==> config.mk <==
export PLATFORM = sky130hd
export DESIGN_NAME = rx_pkt_seq
export DESIGN_NICKNAME = d
export VERILOG_FILES = /design/src/rtl/rx_pkt_seq.sv
export SDC_FILE = /design/constraint.sdc
export NUM_CORES = 1
export LEC_CHECK = 0
export CORE_AREA = 2 2 80 82
export CTS_CLUSTER_DIAMETER = 50
export CTS_CLUSTER_SIZE = 14
export DETAILED_ROUTE_END_ITERATION = 8
export DIE_AREA = 0 0 82 84
export GPL_TIMING_DRIVEN = 0
export PLACE_DENSITY = 0.87
export SLEW_MARGIN = 25
export SYNTH_ARGS = -nofsm -noshare
export SYNTH_HDL_FRONTEND = slang
export SYNTH_SLANG_ARGS = --single-unit
export TNS_END_PERCENT = 20
==> constraint.sdc <==
create_clock -name clk_6M -period 5.55 [get_ports clk_6M]
set_input_delay 0.8325 -clock clk_6M [delete_from_list [all_inputs] [get_ports clk_6M]]
set_output_delay 0.8325 -clock clk_6M [all_outputs]
set_load 0.005 [all_outputs]
==> src/rtl/rx_pkt_seq.sv <==
// Receive-packet sequencer: qualifies a BR/EDR packet after the access-code trailer,
// opens the payload window and performs SEQN filtering / ARQN generation.
module rx_pkt_seq #(
    parameter logic [7:0]  HDR_TIMEOUT   = 8'd80,
    parameter logic [12:0] FHS_PYBITS    = 13'd240,
    parameter logic [7:0]  PYLEN_TIMEOUT = 8'd40
) (
    input  logic        clk_6M,
    input  logic        rst,
    input  logic        p_1us,
    input  logic        rx_trailer_st_p,
    input  logic        fhs_mode,
    input  logic        hdr_done_p,
    input  logic        hec_ok,
    input  logic [2:0]  dec_lt_addr,
    input  logic [3:0]  dec_pk_type,
    input  logic        dec_flow,
    input  logic        dec_arqn,
    input  logic        dec_seqn,
    input  logic [2:0]  my_lt_addr,
    input  logic        pylen_valid_p,
    input  logic [12:0] dec_pylenbit,
    input  logic        py_crc_ok,
    input  logic        ack_taken_p,
    output logic        dec_py_period,
    output logic        rx_done_p,
    output logic        rx_err_p,
    output logic [2:0]  rx_errcode,
    output logic        rx_flow,
    output logic        rx_peer_arqn,
    output logic        tx_arqn,
    output logic        last_seqn,
    output logic [2:0]  seq_state
);

    typedef enum logic [2:0] {
        S_IDLE   = 3'd0,
        S_HDR    = 3'd1,
        S_CHK    = 3'd2,
        S_PY_LEN = 3'd3,
        S_PY     = 3'd4,
        S_END    = 3'd5
    } state_t;

    state_t      state, state_n;
    logic [7:0]  cnt, cnt_n;
    logic [12:0] bit_cnt, bit_cnt_n;
    logic [12:0] pylen, pylen_n;
    logic        h_hec, h_hec_n;
    logic [2:0]  h_lt, h_lt_n;
    logic [3:0]  h_type, h_type_n;
    logic        h_flow, h_flow_n;
    logic        h_arqn, h_arqn_n;
    logic        h_seqn, h_seqn_n;
    logic        done_n, err_n;
    logic [2:0]  code_n;
    logic        flow_n, peer_arqn_n, tx_arqn_n, last_seqn_n;
    logic        is_null;

    assign is_null       = (h_type[3:1] == 3'b000);
    assign dec_py_period = (state == S_PY_LEN) || (state == S_PY);
    assign seq_state     = state;

    always_ff @(posedge clk_6M or posedge rst) begin
        if (rst) begin
            state        <= S_IDLE;
            cnt          <= '0;
            bit_cnt      <= '0;
            pylen        <= '0;
            h_hec        <= 1'b0;
            h_lt         <= '0;
            h_type       <= '0;
            h_flow       <= 1'b0;
            h_arqn       <= 1'b0;
            h_seqn       <= 1'b0;
            rx_done_p    <= 1'b0;
            rx_err_p     <= 1'b0;
            rx_errcode   <= '0;
            rx_flow      <= 1'b0;
            rx_peer_arqn <= 1'b0;
            tx_arqn      <= 1'b0;
            last_seqn    <= 1'b1;
        end else begin
            state        <= state_n;
            cnt          <= cnt_n;
            bit_cnt      <= bit_cnt_n;
            pylen        <= pylen_n;
            h_hec        <= h_hec_n;
            h_lt         <= h_lt_n;
            h_type       <= h_type_n;
            h_flow       <= h_flow_n;
            h_arqn       <= h_arqn_n;
            h_seqn       <= h_seqn_n;
            rx_done_p    <= done_n;
            rx_err_p     <= err_n;
            rx_errcode   <= code_n;
            rx_flow      <= flow_n;
            rx_peer_arqn <= peer_arqn_n;
            tx_arqn      <= tx_arqn_n;
            last_seqn    <= last_seqn_n;
        end
    end

    // ack_taken_p is applied first so that an ARQN set in END overrides it.
    always_comb begin
        state_n     = state;
        cnt_n       = cnt;
        bit_cnt_n   = bit_cnt;
        pylen_n     = pylen;
        h_hec_n     = h_hec;
        h_lt_n      = h_lt;
        h_type_n    = h_type;
        h_flow_n    = h_flow;
        h_arqn_n    = h_arqn;
        h_seqn_n    = h_seqn;
        done_n      = 1'b0;
        err_n       = 1'b0;
        code_n      = rx_errcode;
        flow_n      = rx_flow;
        peer_arqn_n = rx_peer_arqn;
        tx_arqn_n   = ack_taken_p ? 1'b0 : tx_arqn;
        last_seqn_n = last_seqn;

        case (state)
            S_IDLE: begin
                if (rx_trailer_st_p) begin
                    state_n = S_HDR;
                    cnt_n   = '0;
                end
            end
            S_HDR: begin
                if (hdr_done_p) begin
                    state_n  = S_CHK;
                    h_hec_n  = hec_ok;
                    h_lt_n   = dec_lt_addr;
                    h_type_n = dec_pk_type;
                    h_flow_n = dec_flow;
                    h_arqn_n = dec_arqn;
                    h_seqn_n = dec_seqn;
                end else if (cnt == HDR_TIMEOUT) begin
                    state_n = S_IDLE;
                    err_n   = 1'b1;
                    code_n  = 3'd3;
                end else if (p_1us) begin
                    cnt_n = cnt + 8'd1;
                end
            end
            S_CHK: begin
                if (!h_hec) begin
                    state_n = S_IDLE;
                    err_n   = 1'b1;
                    code_n  = 3'd1;
                end else if (!fhs_mode && (h_lt != my_lt_addr) && (h_lt != 3'd0)) begin
                    state_n = S_IDLE;
                    err_n   = 1'b1;
                    code_n  = 3'd2;
                end else begin
                    flow_n      = h_flow;
                    peer_arqn_n = h_arqn;
                    if (is_null) begin
                        state_n = S_END;
                    end else if ((h_type == 4'b0010) || fhs_mode) begin
                        state_n   = S_PY;
                        pylen_n   = FHS_PYBITS;
                        bit_cnt_n = '0;
                    end else begin
                        state_n = S_PY_LEN;
                        cnt_n   = '0;
                    end
                end
            end
            S_PY_LEN: begin
                if (pylen_valid_p) begin
                    pylen_n   = dec_pylenbit;
                    bit_cnt_n = '0;
                    state_n   = (dec_pylenbit == 13'd0) ? S_END : S_PY;
                end else if (cnt == PYLEN_TIMEOUT) begin
                    state_n = S_IDLE;
                    err_n   = 1'b1;
                    code_n  = 3'd6;
                end else if (p_1us) begin
                    cnt_n = cnt + 8'd1;
                end
            end
            S_PY: begin
                if (p_1us) begin
                    if (bit_cnt == pylen - 13'd1) state_n = S_END;
                    else                          bit_cnt_n = bit_cnt + 13'd1;
                end
            end
            S_END: begin
                state_n = S_IDLE;
                if (is_null) begin
                    done_n = 1'b1;
                    code_n = 3'd0;
                end else if (!py_crc_ok) begin
                    err_n     = 1'b1;
                    code_n    = 3'd4;
                    tx_arqn_n = 1'b0;
                end else if ((h_lt != 3'd0) && !fhs_mode) begin
                    tx_arqn_n = 1'b1;
                    if (h_seqn != last_seqn) begin
                        last_seqn_n = h_seqn;
                        done_n      = 1'b1;
                        code_n      = 3'd0;
                    end else begin
                        err_n  = 1'b1;
                        code_n = 3'd5;
                    end
                end else begin
                    done_n = 1'b1;
                    code_n = 3'd0;
                end
            end
            default: state_n = S_IDLE;
        endcase
    end

endmodule

# Word-level counts from Yosys, hierarchy flattened
# Cells that the tools add are included.
totals:
  reg_bits: 57
  output_inout_bits: 13
  wordCells: 144
op_classes:
  addsub: 3
  eq_ne: 30
  mux: 70
  bitwise_logic: 2
  n_reduce_logical: 22
ops:
  columns: ["op", "n"]
  rows:
  - ["two-way mux 13 bit", 12]
  - ["two-way mux 8 bit", 10]
  - ["two-way mux 3 bit", 21]
  - ["case mux 13 bit (3 select lines)", 1]
  - ["case mux 8 bit (4 select lines)", 1]
  - ["!= test 2 bit, second input constant", 14]
  - ["case mux 13 bit (2 select lines)", 1]
  - ["two-way mux 1 bit", 21]
  - ["case mux 3 bit (5 select lines)", 1]
  - ["adder 13 x 1 -> 13 bit, second input constant", 1]
  - ["== test 13 bit", 1]
  - ["zero test 13 bit", 1]
  - ["subtractor 13 x 1 -> 13 bit, second input constant", 1]
  - ["case mux 3 bit (4 select lines)", 1]
  - ["AND reduction 6 bit", 2]
  - ["AND reduction 10 bit", 1]
  - ["AND reduction 5 bit", 2]
  - ["adder 8 x 1 -> 8 bit, second input constant", 1]
  - ["== test 8 x 6 -> 1 bit, second input constant", 1]
  - ["== test 8 x 7 -> 1 bit, second input constant", 1]
  - ["AND reduction 8 bit", 1]
  - ["nonzero test 4 bit", 2]
  - ["== test 3 x 2 -> 1 bit, second input constant", 2]
  - ["== test 3 bit, second input constant", 2]
  - ["17 further kinds", 25]

# Logic depth before layout (Yosys ltp)
# Gate-level depths: netlist of run 1.
depth:
  depth_word: 7
  depth_mapped: 10
  mapped_depth_nobuf: 9

# Worst setup path before layout of run 1
# OpenSTA, ideal clock, no wires.
synth_timing:
  path_kind: "register -> register"
  from: "register pylen[0]"
  to: "register bit_cnt[12]"
  setup_time_ns: 0.123
  arrival_ns: 2.488
  t_required_ns: 5.427
  path_slack_ns: 2.940
  stages_incl_launch_ff: 10
  cell_sequence: "dfrtp_1 inv_1 ha_1 nor3b_4 a211oi_1 a311o_1 o21a_1 o2111a_2 or4_4 mux2i_1"
synth_via:
  elab_chain_cells: 4
synth_rtl:
  columns: ["element", "line_no", "rtl"]
  rows:
  - ["start: declaration", "48", "logic [12:0] pylen, pylen_n;"]
  - ["start signal: assignment", "87", "pylen <= pylen_n;"]
  - ["subtractor 13 x 1 -> 13 bit", "187", "if (bit_cnt == pylen - 13'd1) state_n = S_END;"]
  - ["== test 13 bit", "187", null]
  - ["!= test 2 bit (no source line)", null, null]
  - ["AND reduction 8 bit (no source line)", null, null]
  - ["end signal: assignment", "86", "bit_cnt <= bit_cnt_n;"]
  - ["end: declaration", "47", "logic [12:0] bit_cnt, bit_cnt_n;"]
# Every way passes these cells.
# A chain may end at the register's enable or synchronous reset.

# Worst setup path in the final report of run 1
layout_timing:
  from: "input my_lt_addr[0]"
  to: "register cnt[5]"
layout_via:
  elab_chain_cells: 5
layout_rtl:
  columns: ["element", "line_no", "rtl"]
  rows:
  - ["start: declaration", "20", "input logic [2:0] my_lt_addr,"]
  - ["!= test 3 bit", "153", "end else if (!fhs_mode && (h_lt != my_lt_addr) && (h_lt != 3'd0)) begin"]
  - ["logical AND 1 bit (2 in a row)", "153", null]
  - ["!= test 2 bit (no source line)", null, null]
  - ["AND reduction 10 bit (no source line)", null, null]
  - ["end signal: assignment", "85", "cnt <= cnt_n;"]
  - ["end: declaration", "46", "logic [7:0] cnt, cnt_n;"]
# Every way passes these cells.

==> metrics.txt, run 1 <==
status finished, final reports clean; Cells after DPL 498; Mapped Cells 372; TritonCTS clock tree done; Mapped Area 3470 um2; Critical Path End cnt[5]; global-route wire length before repair 15.7 mm; worst-case reg-to-reg path depth 7; Pwr Density 469 nW/um2; Distinct cells, synth 63; Rows 29; multiplexer area fraction after synthesis 5.77%; asr flop ratio synth 100%; Die Ht 84 um; Compound-Gate Fraction of Synth Area 19.7%; nets@finish 472; CTS Buf Count 9; CTS Buffer Depth 2; Die Wd 82 um; critical path class primary input to flip-flop; Hold/Removal Path Class flip-flop to flip-flop; Post-synth EDFFs 0; Worst EP required 5.78 ns; Seq/Total Area, Yosys 41.1%; Crit path max-delay family compound AO/OA/AOI/OAI gates; initial antenna violation count 0; Post-Route WL 9.22 mm; share of cells above drive strength 1 12.8%; slowest stage cell, crit path o31ai_1; worst slew pin tran 0.909 ns; hold path depth 1; Post-CTS Hold Buffers 0; vias in the first global route 3,399; clk root buf clkbuf_8; ANT nets after route 0; synthesized flop and latch total 57; Pre-Repair DR Iteration Count 6; GPL Wtd Cong 0.898; skew final 0.0159 ns; Syn Area/Cell 9.33 um2; final setup fails 0; Initial Utilization 57.0%; area delta synth->final 24.0%; Fillers 471; element type at the critical path start primary input; Crit Path Max Fanout 10; fin cells 514; clock tree sinks 57; CTS H-tree depth 3; CP bufs+invs 2; Top FF cell, synth dfrtp_1; RSZ-0062 raised after global routing no; max cap viols 0; largest net degree at the start of global routing 48; most frequent cells in the layout 56 x dfrtp_1, 48 x clkdlybuf4s50_1, 34 x nand2_1; RR Startpoint h_lt[0]; clock slew at reported path FFs 0.06 ns; # DRC 0; via/cell ratio 6.40; yosys warns 0; main combinational cell family by area after synthesis simple AND/OR/NAND/NOR gates; CP arrival 3.61 ns; io pins 49; max incr delay on CP 0.50 ns; multi-input combinational cell area 1900 um2; postcts setup bufs 0; DPL Wire Length 6.68 mm; Post-Synth Simple-Gate Area 23.8%; RR Endpoint cnt[5]; WL/cell 17.9 um; total gr overflow 0; Final Hold Fails 0; core area 6100 um2; final period utilization 61.0%; syn nets 412; relative slew slack 39.2%; Worst-Skew Late Latency 0.35 ns; static leakage 0.00180 uW; post-layout util 70.6%; Stages on worst setup path 8; Storage cell area 1430 um2; VDD IR-drop max 348 uV; n_diodes 0; Die ar. 6890 um2; FF-to-FF setup slack 2.55 ns; post-route minimum period 3.38 ns; crit-path cells clkdlybuf4s50_1 > xnor2_1 > a311oi_1 > o31ai_1 > nand4_1 > or2_2 > clkbuf_1 > o41ai_1; Critical path origin my_lt_addr[0]; post-synthesis xor/xnor area fraction 3.78%; FMAX 0.296 GHz; initial drt markers 259; routed via count 3,292; Total GRT Usage 29.6%; sum of negative setup slack 0 ns; final max-slew violation count 0; post-synthesis adder-cell area fraction 1.44%; # resized after CTS 0; min-delay src cnt[7]; IO buf count 48; Critical Path Sink Type flip-flop; commonest non-fill, non-tap cell in the layout dfrtp_1
-- cell usage after synthesis (all sizes together), types with 2 or more instances --
master | number | share of area [%]
dfrtp | 56 | 40
nand2 | 34 | 3.7
o21ai | 29 | 4.3
nor2 | 25 | 2.7
a21oi | 16 | 2.3
mux2 | 16 | 5.2
inv | 13 | 1.4
clkbuf | 12 | 1.7
nand3 | 12 | 1.7
and3 | 11 | 2.0
a31oi | 10 | 1.8
nor3 | 10 | 1.4
nor4 | 9 | 2.2
xnor2 | 9 | 2.3
o31ai | 8 | 1.7
or4 | 8 | 2.1
o21a | 6 | 1.3
xor2 | 6 | 1.5
a22o | 5 | 1.3
nand4 | 5 | 0.90
a211oi | 4 | 0.86
buf | 4 | 0.97
ha | 4 | 1.4
nand2b | 4 | 0.72
nand3b | 4 | 0.86
o211ai | 4 | 0.86
or3 | 4 | 0.76
nor2b | 3 | 0.54
nor3b | 3 | 0.97
nor4b | 3 | 0.76
o22a | 3 | 0.79
or2 | 3 | 0.54
a21boi | 2 | 0.43
a311o | 2 | 0.58
a41oi | 2 | 0.50
and2 | 2 | 0.36
mux2i | 2 | 0.58
nor4bb | 2 | 0.58
o2111a | 2 | 0.68
o2111ai | 2 | 0.50
o41ai | 2 | 0.50
or2b | 2 | 0.43
-- cell type report --
class,count,area share [%]
Timing Repair Buffer,49,11.8
Clock inverter,5,1.83
Sequential cell,57,33.2
Buffer,17,2.38
Tap cell,77,2.24
Multi-Input combinational cell,285,44.1
Clock buffer,11,3.28
Inverter,13,1.19
-- through the flow --
step / power [uW] / hold slack (ns) / setup WS [ns] / cell area [um2]
floorplan: 1260 / 0.446 / 2.94 / 3470
global placement: 1500 / 0.471 / 1.95 / 4050
detailed placement: 1560 / 0.479 / 1.99 / 4080
CTS: 2000 / 0.489 / 2.30 / 4300
global route: 2150 / 0.517 / 2.04 / 4310
finish: 2020 / 0.501 / 2.17 / 4310
-- power breakdown --
| group | switching, uW | internal (uW) |
|---|---|---|
| Clock | 174 | 264 |
| Combinational | 480 | 401 |
| Sequential | 150 | 550 |
| Total | 804 | 1220 |
-- layer usage --
layer  vias up  wire length (um)  GRT usage (%)
met4         0               303           15.0
met5         -                 0              0
met2       146              4740           50.0
met3        35               573           5.52
li1       1525                 -              -
met1      1586              3610           35.2
-- registers in the layout (all words and copies together) (netlist names) --
signal	count
rx_errcode	3
h_flow	1
rx_done_p	1
rx_peer_arqn	1
h_arqn	1
seq_state	3
last_seqn	1
h_seqn	1
h_lt	3
h_hec	1
tx_arqn	1
rx_flow	1
cnt	8
h_type	4
rx_err_p	1
bit_cnt	13
pylen	13
-- cells by family (layout without fill, tap and decap cells) --
| family | Yosys count | in the layout |
|---|---|---|
| AND/OR/NAND/NOR | 146 | 146 |
| AO/OA/AOI/OAI | 102 | 102 |
| flip-flops | 57 | 57 |
| buffers and inverters | 30 | 95 |
| multiplexers | 18 | 18 |
| XOR/XNOR | 15 | 15 |
| adder cells (fa/ha/maj) | 4 | 4 |
-- worst reg2reg max path: cells and delay by family (launching register included) --
family,cells,cell delay [ns]
DFF,1,0.41
and+or+nand+nor,3,1.27
buffers and inverters,1,0.18
AOI/OAI and AO/OA,3,1.04
-- worst min-delay path by stage --
stage,to,slack [ns]
CTS,cnt[7],0.49
global route,cnt[7],0.52
global placement,cnt[7],0.47
detailed placement,cnt[7],0.48
finish,cnt[7],0.50
floorplan,cnt[7],0.45
Note: power is estimated with default switching activity, not from simulation.
==> run 2: changes to the inputs <==
Settings changed: CORE_AREA 2 2 80 82 to 2 2 87 89, DIE_AREA 0 0 82 84 to 0 0 89 91, PLACE_DENSITY 0.87 to 0.78.
Clock period 5.55 ns to 2.75 ns, I/O delays scaled along.
==> run 2 against run 1 <==
Clock skew decreased by 0.0047 ns. Sequential share of layout area decreased by 1.5 points. Clock-buffer cell count increased by 2. Core utilization decreased by 7.3 points. Setup slack got worse by 2.1 ns. Non-clock buffer count increased by 8. Via count decreased by 1.6%. Largest cell class unchanged. Largest power group unchanged. Highest routed layer unchanged.
==> metrics.txt, run 2 (synthesis gave the netlist of run 1 again) <==
critical path class flip-flop to flip-flop; CP arrival 2.95 ns; nets@finish 480; Die Ht 91 um; switching part of the total power 39.1%; sequential group share of total power 33.7%; clock share of power 20.7%; FF-to-FF setup slack 0.08 ns; total gr overflow 0; Total GRT Usage 22.7%; # DRC 0; vias in the first global route 3,149; largest net degree at the start of global routing 50; DPL Wire Length 6.32 mm; P_int 2570 uW; final period utilization 97.3%; fin cells 544; Critical Path Sink Type flip-flop; core area 7140 um2; routed wl met3 354 um; ANT nets after route 0; max cap viols 0; most frequent cells in the layout 54 x dfrtp_1, 48 x clkdlybuf4s50_1, 34 x nand2_1; status finished, final reports clean; RR Startpoint pylen[0]; static leakage 0.00185 uW; Post-CTS Hold Buffers 0; Final Hold Fails 0; n_diodes 0; final setup fails 0; worst-case reg-to-reg path depth 10; CTS Buf Count 9; Largest regs bit_cnt: 13 flops, pylen: 13 flops, cnt: 8 flops; Fillers 598; Die Wd 89 um; Die ar. 8100 um2; routed via count 3,239; area delta synth->final 30.2%; clock slew at reported path FFs 0.07 ns; switching power 1650 uW; clock tree sinks 57; global-route wire length before repair 14.4 mm; commonest non-fill, non-tap cell in the layout dfrtp_1; Cells after DPL 520; top routing layer in use met4; IO buf count 48; GPL Wtd Cong 0.931; Post-Route WL 8.87 mm; via/cell ratio 5.95; total chip power 4210 uW; FMAX 0.374 GHz; share of cells above drive strength 1 18.7%; combinational power share 45.6%; WL/cell 16.3 um; skew final 0.0112 ns; Initial Utilization 48.7%; max incr delay on CP 0.47 ns; io pins 49; crit-path cells inv_2 > ha_4 > nor3b_4 > a211oi_2 > a311o_1 > o21a_1 > o2111a_2 > buf_12 > or4_1 > nand2_1; met2 WL post-DR 4.40 mm; Worst-Skew Late Latency 0.34 ns; Worst EP required 3.03 ns; initial antenna violation count 0; Pwr Density 931 nW/um2; slowest stage cell, crit path or4_1; TritonCTS clock tree done; post-route minimum period 2.67 ns; Rows 31; initial drt markers 120; final max-slew violation count 0; Crit Path Max Fanout 7; routed length on met1 3.98 mm; relative slew slack 58.0%; Pre-Repair DR Iteration Count 4; RR Endpoint bit_cnt[3]; element type at the critical path start flip-flop; Hold/Removal Path Class primary input to async pin; worst slew pin tran 0.625 ns; CTS H-tree depth 3; VDD IR-drop max 508 uV; CTS Buffer Depth 2; clk root buf clkbuf_8
run 2: cell types whose count changed in the layout (fill, tap and decap cells not counted), moves of 2 or more:
cell	previous run	this run
inv_2	0	2
inv_1	12	10
nor4_4	1	3
a211oi_1	4	2
dfrtp_2	0	2
a211oi_2	0	2
nor2_1	25	23
dfrtp_1	56	54
nor2_2	0	2
buf_4	3	10
run 2: how the worst max path moves through the flow:
| stage | startpoint | to | slack, ns | depth (start not counted) |
|---|---|---|---|---|
| CTS | pylen[0] | bit_cnt[12] | -0.09 | 9 |
| finish | pylen[0] | bit_cnt[3] | 0.08 | 10 |
| global route | pylen[0] | bit_cnt[0] | -0.02 | 11 |
| detailed placement | my_lt_addr[1] | pylen[8] | -0.58 | 8 |
| floorplan | pylen[0] | bit_cnt[12] | 0.14 | 9 |
| global placement | my_lt_addr[1] | pylen[6] | -0.47 | 8 |
run 2: timing repair:
action | CTS | global route
resized for setup | 4 | 26
pin swaps | 0 | 12
buffers inserted | 0 | 8
setup endpoints to repair | 13 | 37
hold endpoints to repair | 0 | 0
run 2: cell type report:
cell class                 instances  area (um2)  area share [%]
inverter                          13        51.3            1.13
sequential                        57        1430            31.6
multi-input combinational        285        2020            44.6
timing repair buffer              57         581            12.8
buffer                            17         104            2.30
clock inverter                     3        65.1            1.44
tap                               99         124            2.74
clock buffer                      13         149            3.29
run 2: stage by stage:
| stage | hold WS (ns) | utilization [%] | setup TNS (ns) | setup slack (ns) | cell area, um2 |
|---|---|---|---|---|---|
| after CTS | 0.307 | 60.8 | -0.112 | -0.0888 | 4340 |
| after global placement | 0.470 | 57.1 | -11.27 | -0.471 | 4080 |
| after floorplan | 0.446 | - | 0 | 0.140 | 3470 |
| final | 0.306 | 63.4 | 0 | 0.0754 | 4520 |
| after global routing | 0.327 | 63.4 | -0.0437 | -0.0163 | 4520 |
| after detailed placement | 0.466 | 57.5 | -9.37 | -0.577 | 4110 |
run 2: power by group through the flow:
stage	Clock, uW	Sequential (uW)	Combinational, uW
after floorplan	0	1330	1220
after global placement	0	1390	1650
after detailed placement	0	1400	1700
after CTS	879	1400	1730
after global routing	914	1460	2120
final	870	1420	1920
run 2: per-layer routing:
metal  up-vias  global-route usage [%]
met5         -                       0
met4         0                    6.22
met3        14                    6.27
met2        80                    37.9
met1      1618                    28.5
li1       1527                       -
run 2: critical path, delay by kind of cell (launching register included):
| family | cells | cell delay, ns |
|---|---|---|
| simple gates | 3 | 0.88 |
| buf+inv | 2 | 0.24 |
| compound gates | 4 | 0.91 |
| fa+ha+maj | 1 | 0.14 |
| flops | 1 | 0.46 |
==> run 3: changes to the inputs <==
Settings changed: CORE_AREA 2 2 87 89 to 2 2 91 85, DIE_AREA 0 0 89 91 to 0 0 93 87, SLEW_MARGIN 25 to 20.
==> run 3 against run 2 <==
Combinational power increased by 2%. Fmax is 2.2% lower. Clock skew shrank 0.0012 ns. Global-route usage decreased by 0.17 points. Power decreased by 3.6%. Flip-flop and latch count is the same. Cell count decreased by 0.18%. Via count up 1.0%. Routed wire length rose by 1.1%. Largest power group unchanged.
==> metrics.txt, run 3 (synthesis gave the netlist of run 1 again) <==
status finished, final reports clean; Die Wd 93 um; routed via count 3,272; Critical path origin pylen[0]; final max-slew violation count 0; final period utilization 99.4%; WL/cell 16.5 um; nets@finish 482; min-delay src cnt[7]; CTS Buffer Depth 2; top routing layer in use met4; # DRC 0; worst-case reg-to-reg path depth 8; IO buf count 48; max cap viols 0; Post-CTS Hold Buffers 0; clock slew at reported path FFs 0.07 ns; Post-Place Setup Slack -0.523 ns; Post-DP Area 4080 um2; FMAX 0.366 GHz; most frequent cells in the layout 55 x dfrtp_1, 48 x clkdlybuf4s50_1, 34 x nand2_1; Final Hold Fails 0; Rows 30; multi-input combinational cell area 1980 um2; Storage cell area 1430 um2; core area 7210 um2; largest net degree at the start of global routing 58; worst setup margin 0.0162 ns; Fillers 621; VDD IR-drop max 477 uV; total gr overflow 0; RSZ-0062 raised after global routing yes; worst slew pin tran 0.757 ns; final setup fails 0; Worst EP required 2.97 ns; Pwr Density 918 nW/um2; Largest regs bit_cnt: 13 flops, pylen: 13 flops, cnt: 8 flops; post-route minimum period 2.73 ns; static leakage 0.00182 uW; Hold/Removal Path Class flip-flop to flip-flop; CTS H-tree depth 3; Total GRT Usage 22.5%; critical path class flip-flop to flip-flop; Critical Path End bit_cnt[12]; n_diodes 0; slowest stage cell, crit path or4_4; ANT nets after route 0; initial antenna violation count 0; GPL Wtd Cong 0.900; via/cell ratio 6.03; RR Endpoint bit_cnt[12]; routed wl met3 559 um; crit-path cells buf_4 > or4_4 > o21ai_1 > nand2_1 > a311o_1 > o2111a_2 > or4_4 > mux2i_1; clk root buf clkbuf_8; cell mode on critical path or4_4; FF-to-FF setup slack 0.02 ns; cell area after layout 4420 um2; Post-Route WL 8.97 mm; CP arrival 2.95 ns; Critical Path Sink Type flip-flop; Pre-Repair DR Iteration Count 4; hold path depth 1; io pins 49; Die ar. 8090 um2; CTS Buf Count 9; global-route wire length before repair 14.4 mm; skew final 0.00999 ns; area delta synth->final 27.3%; Worst-Skew Late Latency 0.34 ns; share of cells above drive strength 1 17.2%; max incr delay on CP 0.53 ns; Initial Utilization 48.2%; Die Ht 87 um; Crit Path Max Fanout 5; relative slew slack 49.2%; DPL Wire Length 6.17 mm; clock tree sinks 57; routed length on met1 3.81 mm; vias in the first global route 3,072; commonest non-fill, non-tap cell in the layout dfrtp_1; RR Startpoint pylen[0]; met2 WL post-DR 4.50 mm; element type at the critical path start flip-flop; TritonCTS clock tree done; initial drt markers 175
## run 3: power by group
part	internal, uW	switching, uW
Combinational	935	1020
Sequential	1110	290
Clock	379	321
## run 3: worst min-delay path by stage
stage / endpoint / slack (ns)
after global placement: cnt[7] / 0.47
after detailed placement: cnt[7] / 0.48
final: cnt[7] / 0.49
after global routing: rx_peer_arqn / 0.52
after CTS: cnt[7] / 0.49
after floorplan: cnt[7] / 0.45
## run 3: area by class of cell
type                       instances  share of cell area, %
clock buffer                      16                   3.85
sequential                        57                   32.3
buffer                            17                   2.35
tap                               96                   2.72
inverter                          13                   1.16
timing repair buffer              59                   12.7
multi-input combinational        285                   44.9
## run 3: repair_timing
item / CTS / global route
gates cloned: 0 / 0
setup buffers: 0 / 11
pin swaps: 0 / 8
setup endpoints to repair: 17 / 35
resized for setup: 5 / 18
## run 3: metal layers
| layer | global-route usage (%) | vias to the layer above |
|---|---|---|
| met5 | 0 | - |
| met4 | 7.09 | 0 |
| met3 | 4.94 | 9 |
| met2 | 38.2 | 118 |
| met1 | 28.8 | 1611 |
| li1 | - | 1534 |
## run 3: per-stage QoR
stage | hold WS [ns] | total power (uW) | cells | utilization [%] | setup TNS (ns)
after CTS | 0.486 | 3840 | 532 | 59.1 | -0.186
after global routing | 0.521 | 4320 | 543 | 61.3 | -0.136
final | 0.489 | 4060 | 543 | 61.3 | 0
after global placement | 0.467 | 3050 | 516 | 56.5 | -12.15
after detailed placement | 0.477 | 3100 | 516 | 56.5 | -8.33
after floorplan | 0.446 | 2550 | 372 | - | 0
## run 3: worst max-delay path: cells and delay by family (launching register included)
kind | cells | cell delay [ns]
AND/OR/NAND/NOR | 3 | 1.14
AO/OA/AOI/OAI | 3 | 0.79
flip-flops | 1 | 0.42
buffers and inverters | 1 | 0.14
multiplexers | 1 | 0.14
